<file path="src/rtl/adiabatic_pclk_sequencer.sv">
// Four-phase trapezoidal power-clock sequencer for adiabatic pipeline stages.
// Stage i runs one quarter behind stage i-1; start and drain are staggered so no stage is cut mid-ramp.
module adiabatic_pclk_sequencer #(
   parameter int NUM_STAGES     = 4,
   parameter int QUARTER_CYCLES = 4,
   parameter int CNT_W          = 16
) (
   input  logic                  clk,
   input  logic                  rst_n,
   input  logic                  en,
   output logic [NUM_STAGES-1:0] clkpos,
   output logic [NUM_STAGES-1:0] clkneg,
   output logic [NUM_STAGES-1:0] ramp_up,
   output logic [NUM_STAGES-1:0] ramp_dn,
   output logic [NUM_STAGES-1:0] stage_active,
   output logic                  busy,
   output logic                  period_done,
   output logic [CNT_W-1:0]      period_cnt
);

   localparam int TICK_W = (QUARTER_CYCLES > 1) ? $clog2(QUARTER_CYCLES) : 1;
   localparam logic [TICK_W-1:0] TICK_LAST = TICK_W'(QUARTER_CYCLES - 1);

   typedef enum logic [1:0] {
      IDLE  = 2'd0,
      RUN   = 2'd1,
      DRAIN = 2'd2
   } state_t;

   state_t                state, state_nxt;
   logic [TICK_W-1:0]     tick, tick_nxt;
   logic [1:0]            q, q_nxt, q_inc;
   logic [NUM_STAGES-1:0] active, active_nxt;
   logic [CNT_W-1:0]      cnt, cnt_nxt;
   logic                  done, done_nxt;
   logic                  boundary;

   // Quarter seen by stage i: 0=EVAL, 1=HOLD, 2=RECOVER, 3=WAIT.
   function automatic logic [1:0] stage_q(input logic [1:0] gq, input int i);
      return gq - 2'(i % 4);
   endfunction

   assign boundary = (tick == TICK_LAST);
   assign q_inc    = q + 2'd1;

   always_ff @(posedge clk or negedge rst_n) begin
      if (!rst_n) begin
         state  <= IDLE;
         tick   <= '0;
         q      <= '0;
         active <= '0;
         cnt    <= '0;
         done   <= 1'b0;
      end else begin
         state  <= state_nxt;
         tick   <= tick_nxt;
         q      <= q_nxt;
         active <= active_nxt;
         cnt    <= cnt_nxt;
         done   <= done_nxt;
      end
   end

   always_comb begin
      state_nxt  = state;
      tick_nxt   = tick;
      q_nxt      = q;
      active_nxt = active;
      cnt_nxt    = cnt;
      done_nxt   = 1'b0;
      case (state)
         IDLE: begin
            tick_nxt = '0;
            q_nxt    = '0;
            if (en) begin
               state_nxt = RUN;
               cnt_nxt   = '0;
               for (int i = 0; i < NUM_STAGES; i++) begin
                  active_nxt[i] = ((i % 4) == 0);
               end
            end
         end
         RUN, DRAIN: begin
            if (boundary) begin
               tick_nxt = '0;
               q_nxt    = q_inc;
               if (q == 2'd3) begin
                  done_nxt = 1'b1;
                  cnt_nxt  = cnt + CNT_W'(1);
               end
               // Join only at the start of EVAL; park only once RECOVER is finished.
               for (int i = 0; i < NUM_STAGES; i++) begin
                  if (state == RUN && en && !active[i] && stage_q(q_inc, i) == 2'd0) begin
                     active_nxt[i] = 1'b1;
                  end
                  if (state == DRAIN && active[i] && stage_q(q_inc, i) == 2'd3) begin
                     active_nxt[i] = 1'b0;
                  end
               end
            end else begin
               tick_nxt = tick + TICK_W'(1);
            end
            if (state == RUN) begin
               if (!en) begin
                  state_nxt = DRAIN;
               end
            end else if (en) begin
               state_nxt = RUN;
            end else if (active == '0) begin
               state_nxt = IDLE;
               tick_nxt  = '0;
               q_nxt     = '0;
            end
         end
         default: begin
            state_nxt  = IDLE;
            tick_nxt   = '0;
            q_nxt      = '0;
            active_nxt = '0;
         end
      endcase
   end

   always_comb begin
      ramp_up = '0;
      clkpos  = '0;
      ramp_dn = '0;
      for (int i = 0; i < NUM_STAGES; i++) begin
         ramp_up[i] = active[i] && (stage_q(q, i) == 2'd0);
         clkpos[i]  = active[i] && (stage_q(q, i) == 2'd1);
         ramp_dn[i] = active[i] && (stage_q(q, i) == 2'd2);
      end
   end

   assign clkneg       = ~clkpos;
   assign stage_active = active;
   assign busy         = (state != IDLE);
   assign period_done  = done;
   assign period_cnt   = cnt;

endmodule

</file>
<file path="config.mk">
export PLATFORM = sky130hd
export DESIGN_NAME = adiabatic_pclk_sequencer
export DESIGN_NICKNAME = d
export VERILOG_FILES = /design/src/rtl/adiabatic_pclk_sequencer.sv
export SDC_FILE = /design/constraint.sdc
export NUM_CORES = 1
export LEC_CHECK = 0
export CORE_ASPECT_RATIO = 0.75
export CORE_MARGIN = 2
export CORE_UTILIZATION = 53
export DETAILED_ROUTE_END_ITERATION = 12
export PLACE_DENSITY = 0.85
export REMOVE_ABC_BUFFERS = 1
export SKIP_CTS_REPAIR_TIMING = 1
export SLEW_MARGIN = 20
export SYNTH_ARGS = -nofsm -noshare
export SYNTH_HDL_FRONTEND = slang
export SYNTH_SLANG_ARGS = --single-unit
export TNS_END_PERCENT = 30
</file>
<file path="constraint.sdc">
create_clock -name clk -period 6.37 [get_ports clk]
set_input_delay 0.637 -clock clk [delete_from_list [all_inputs] [get_ports clk]]
set_output_delay 0.637 -clock clk [all_outputs]
set_load 0.1 [all_outputs]
</file>
After elaboration in Yosys (flattened, before gate mapping) --
Cells that the tools add are included.
Word-level totals: flip-flop bits (word level) 27, input bits 3, word-level logic and storage cells 130
Operators by class: add/subtract/negate cells 9, equality and inequality tests 25, mux-type cells 34, bitwise gates (word level) 1, reduce and logical (&&, ||, !) cells 52
Operators by type and width (count):
- $mux W16 | 3
- $pmux W16 S2 | 1
- $mux W2 | 15
- $logic_and A1 B1 Y1 | 29
- $eq A2 B2 Y1 const B | 11
- $logic_not A2 Y1 | 9
- $add A16 B1 Y16 const B | 1
- $ne A3 B3 Y1 const B | 5
- $reduce_and A3 Y1 | 5
- $mux W1 | 11
- $eq A2 B1 Y1 const B | 5
- $mux W4 | 2
- $pmux W4 S2 | 1
- $sub A2 B2 Y2 const B | 4
- $ne A2 B2 Y1 const B | 3
- $add A2 B1 Y2 const B | 2
- $logic_not A1 Y1 | 4
- $logic_not A4 Y1 | 1
- $ne A4 B4 Y1 const B | 1
- $not A4 Y4 | 1
- $pmux W2 S2 | 1
- $reduce_and A4 Y1 | 1
- $reduce_bool A2 Y1 | 2
- $sub A2 B1 Y2 const B | 2
- $reduce_or A2 Y1 | 1

Longest topological paths before layout --
word-level depth 8, gate-level depth with buffers 7, depth with buffers taken out 6

Least setup slack after synthesis --
No wires, ideal clock.
kind flip-flop to output port, from register active[2], in the netlist stage_active[2], to output port clkpos[2], arrival time 2.729 ns, data required time 5.733 ns, setup slack 3.004 ns, cell stages (with the launch flop) 3, buffers on the path 0, cells stage by stage dfrtp_1 -> nand2_1 -> inv_1
On the way: word-level cells in the longest chain between the ends 1
Ends and longest elaborated chain:
- start, declared | RTL line 33 | logic [NUM_STAGES-1:0] active, active_nxt;
- start signal, assigned | RTL line 58 | active <= active_nxt;
- $logic_and A1 B1 Y1 | RTL line 130 | clkpos[i] = active[i] && (stage_q(q, i) == 2'd1);
- end, declared | RTL line 11 | output logic [NUM_STAGES-1:0] clkpos,
Every way passes these cells.

Worst setup path after layout --
from register q[0], to output port ramp_up[3]
On the way: word-level cells in the longest chain between the ends 3
Ends and longest elaborated chain:
- start, declared | RTL line 32 | logic [1:0] q, q_nxt, q_inc;
- start signal, assigned | RTL line 57 | q <= q_nxt;
- $sub A2 B2 Y2 | RTL line 40 | return gq - 2'(i % 4);
- $logic_not A2 Y1 | RTL line 129 | ramp_up[i] = active[i] && (stage_q(q, i) == 2'd0);
- $logic_and A1 B1 Y1 | RTL line 129
- end, declared | RTL line 13 | output logic [NUM_STAGES-1:0] ramp_up,
Every way passes these cells.

==> results.md <==
* Setup TNS at 0 ps
* Sw Share at 49.9%
* Root Driver: clkbuf_8
* Number of diodes at 0
* Min cycle time layout at 3080 ps
* Sw power at between 300 and 400 µW
* Fillers at ~220
* 1st-pass router iterations at 4
* Synth area leaders: dfrtp_1, ha_1, and2_1
* Post-Syn Instances at 183
* First-pass GRT wire length at 6840 µm
* Synth Cell Area at 0.00169 mm²
* Wirelength, routed at 4080 µm
* Core area at 0.00300 mm²
* Peak supply drop at 0.181 mV
* Yosys reg bits at 27
* Number of CTS-inserted buffers at 3
* Clock power frac at between 10% and 20%
* RSZ-0062 raised after global routing: no
* Mean Syn Cell Area at 9.25 µm²
* Clk_lat worst skew at 280 ps
* Clock sink count at 27
* Initial Util at 56.4%
* Startpoint types: flip-flop
* Clock slew at reported path FFs at 80 ps
* 1st-iter DRT viols at between 100 and 150
* Post-synth top area share at 39.9%
* Worst clock skew at 8.95 ps
* Final hold vios at 0
* Combinational power share at 53.8%
* Top_reg_cell synth: dfrtp_1
* Vias at 1519
* Max Cap Viol at 0
* Placement Rows at 17
* Gr ovfl total at 0
* Max Slew Vio Count at 0
* Netlist cell types at 44
* Run status: finished, final reports clean
* Register area share after synthesis at 39.9%
* EDFF count, synth at 0
* Routed WL per cell at 15.7 µm
* Layout cells sized above 1 at 3.60%
* Final period utilization at 48.3%
* Synth warn at 0
* Die W at 69.3 µm
* CTS tree: built
* Syn-to-layout area delta at 28.0%
* Final HPWL DP at 3100 µm
* Die Area at between 0.003 and 0.004 mm²
* Data arrival, critical path at approximately 2400 ps
* Tot Pwr at 657 µW
* Vias in the first global route at 1412
* Die height at 52.9 µm
* Worst setup path class: reg -> out
* Gr usage total at 24.3%
* CTS Buffer Depth at 2
* Largest net degree at the start of global routing at 28
* Worst slew margin at 33.9%
* Leading area contributor after synthesis: dfrtp_1
* Sequential group share of total power at 31.3%
* Final Wtd Congestion at approximately 0.94
* Asr flop ratio synth at 100%
* F_max at ~320 MHz
* Final-stage net count at between 200 and 250
* Worst-margin pin slew at 988 ps
* Max FO, Critical Path at 9
* Crit-path max cell delay at 1130 ps
* CP Capture Type: output port
* Slowest-stage cell, CP: clkdlybuf4s50_1
* Leakage Power at just under 0.001 µW
* Setup violators final at 0
* Worst path top cell family by delay: buffers and inverters
* Initial antenna violation count at 0
* Req. time, crit path at 5730 ps
* Pint at 329 µW
* Port Buffers at 40
* Residual DRC at 0
* Hold crit path type: reg -> reg
* Crit-path cells: ha_1 -> and2_1 -> clkdlybuf4s50_1
* Worst path bufs/invs at 1
* Power Density at 303 mW/mm²
* I/O pins at 41
* Drt via density at 5.84
* Antenna Nets Post-Route at 0
* H-tree Lvls at 1
## placed cells by master (no fill, tap or decap), drive strengths merged, types with 6 or more instances in the layout
cell           synthesis  final
and2                   9      9
inv                   15     15
nor2                  15     15
nor4                   6      6
nand3                  8      8
clkdlybuf4s50          0     40
a21oi                  7      7
o21ai                  6      6
nand2                 13     13
ha                    14     14
dfrtp                 27     27
xnor2                  6      6
## Yosys cell counts (all sizes together) (5+ instances only)
master	count
a21oi	7
and2	9
dfrtp	27
ha	14
inv	15
nand2	13
nand3	8
nor2	15
nor2b	5
nor4	6
o21ai	6
xnor2	6
## per-stage QoR
| step | hold WS (ps) | util, % | cell area [µm²] | setup slack [ps] | std cells |
|---|---|---|---|---|---|
| 5_1_grt | 482 | 72.3 | 2170 | 3180 | 260 |
| 2_1_floorplan | 341 | - | 1670 | 3000 | 177 |
| 3_5_place_dp | 448 | 70.8 | 2120 | 3410 | 256 |
| 6_report | 453 | 72.3 | 2170 | 3290 | 260 |
| 3_3_place_gp | 427 | 70.8 | 2120 | 3600 | 256 |
| 4_1_cts | 460 | 72.3 | 2170 | 3290 | 260 |
## layer usage
layer	up-vias	share of wire, %	global-route usage [%]	wire, µm
li1	723	-	-	-
met2	52	46	39.3	1880
met5	-	0	0	0
met3	7	5.6	5.33	227
met1	737	47	32.3	1920
met4	0	1.4	9.15	57
## cells by family (layout without fill, tap and decap cells)
kind of cell               count (synthesis)  count (layout)  share of synthesized area, %
xor gates and xnor gates                   7               7                          3.62
and+or+nand+nor                           74              74                          23.6
DFF                                       27              27                          39.9
adders and majority gates                 14              14                          10.3
muxes                                      6               6                          3.77
buffers and inverters                     21              60                          4.88
AOI/OAI and AO/OA                         34              34                          13.9
## cell type report
cell class                 instances  area (µm²)  share of cell area (%)
multi-input combinational        135         935                    43.1
inverter                          15        56.3                    2.60
sequential                        27         676                    31.2
timing repair buffer              41         408                    18.8
clock buffer                       4        45.0                    2.08
tap                               38        47.5                    2.19
## worst paths after layout
check | startpoint | endpoint | slack (ps) | depth (start not counted)
max | q[0]$_DFF_PN0_ | ramp_up[3] | 3290 | 3
min | tick[0]$_DFF_PN0_ | tick[0]$_DFF_PN0_ | 450 | 1
max reg2reg | state[0]$_DFFE_PN0P_ | period_cnt[14]$_DFFE_PN0P_ | 3420 | 6
min reg2reg | tick[0]$_DFF_PN0_ | tick[0]$_DFF_PN0_ | 450 | 1
max in group asynchronous | rst_n | period_cnt[14]$_DFFE_PN0P_ | 5380 | 2
min in group asynchronous | rst_n | stage_active[0]$_DFFE_PN0P_ | 720 | 2
## flip-flops by register name, indices dropped and copies added, names as in the netlist
register      count
state             2
tick              2
stage_active      4
q                 2
period_cnt       16
period_done       1
## power by group through the flow
stage	clock, µW	combinational [µW]	sequential, µW
floorplan	0	235	239
global placement	0	339	207
detailed placement	0	349	208
CTS	102	351	205
global route	106	386	208
finish	97.6	354	206
No activity file was read; power rests on OpenSTA's default activity.
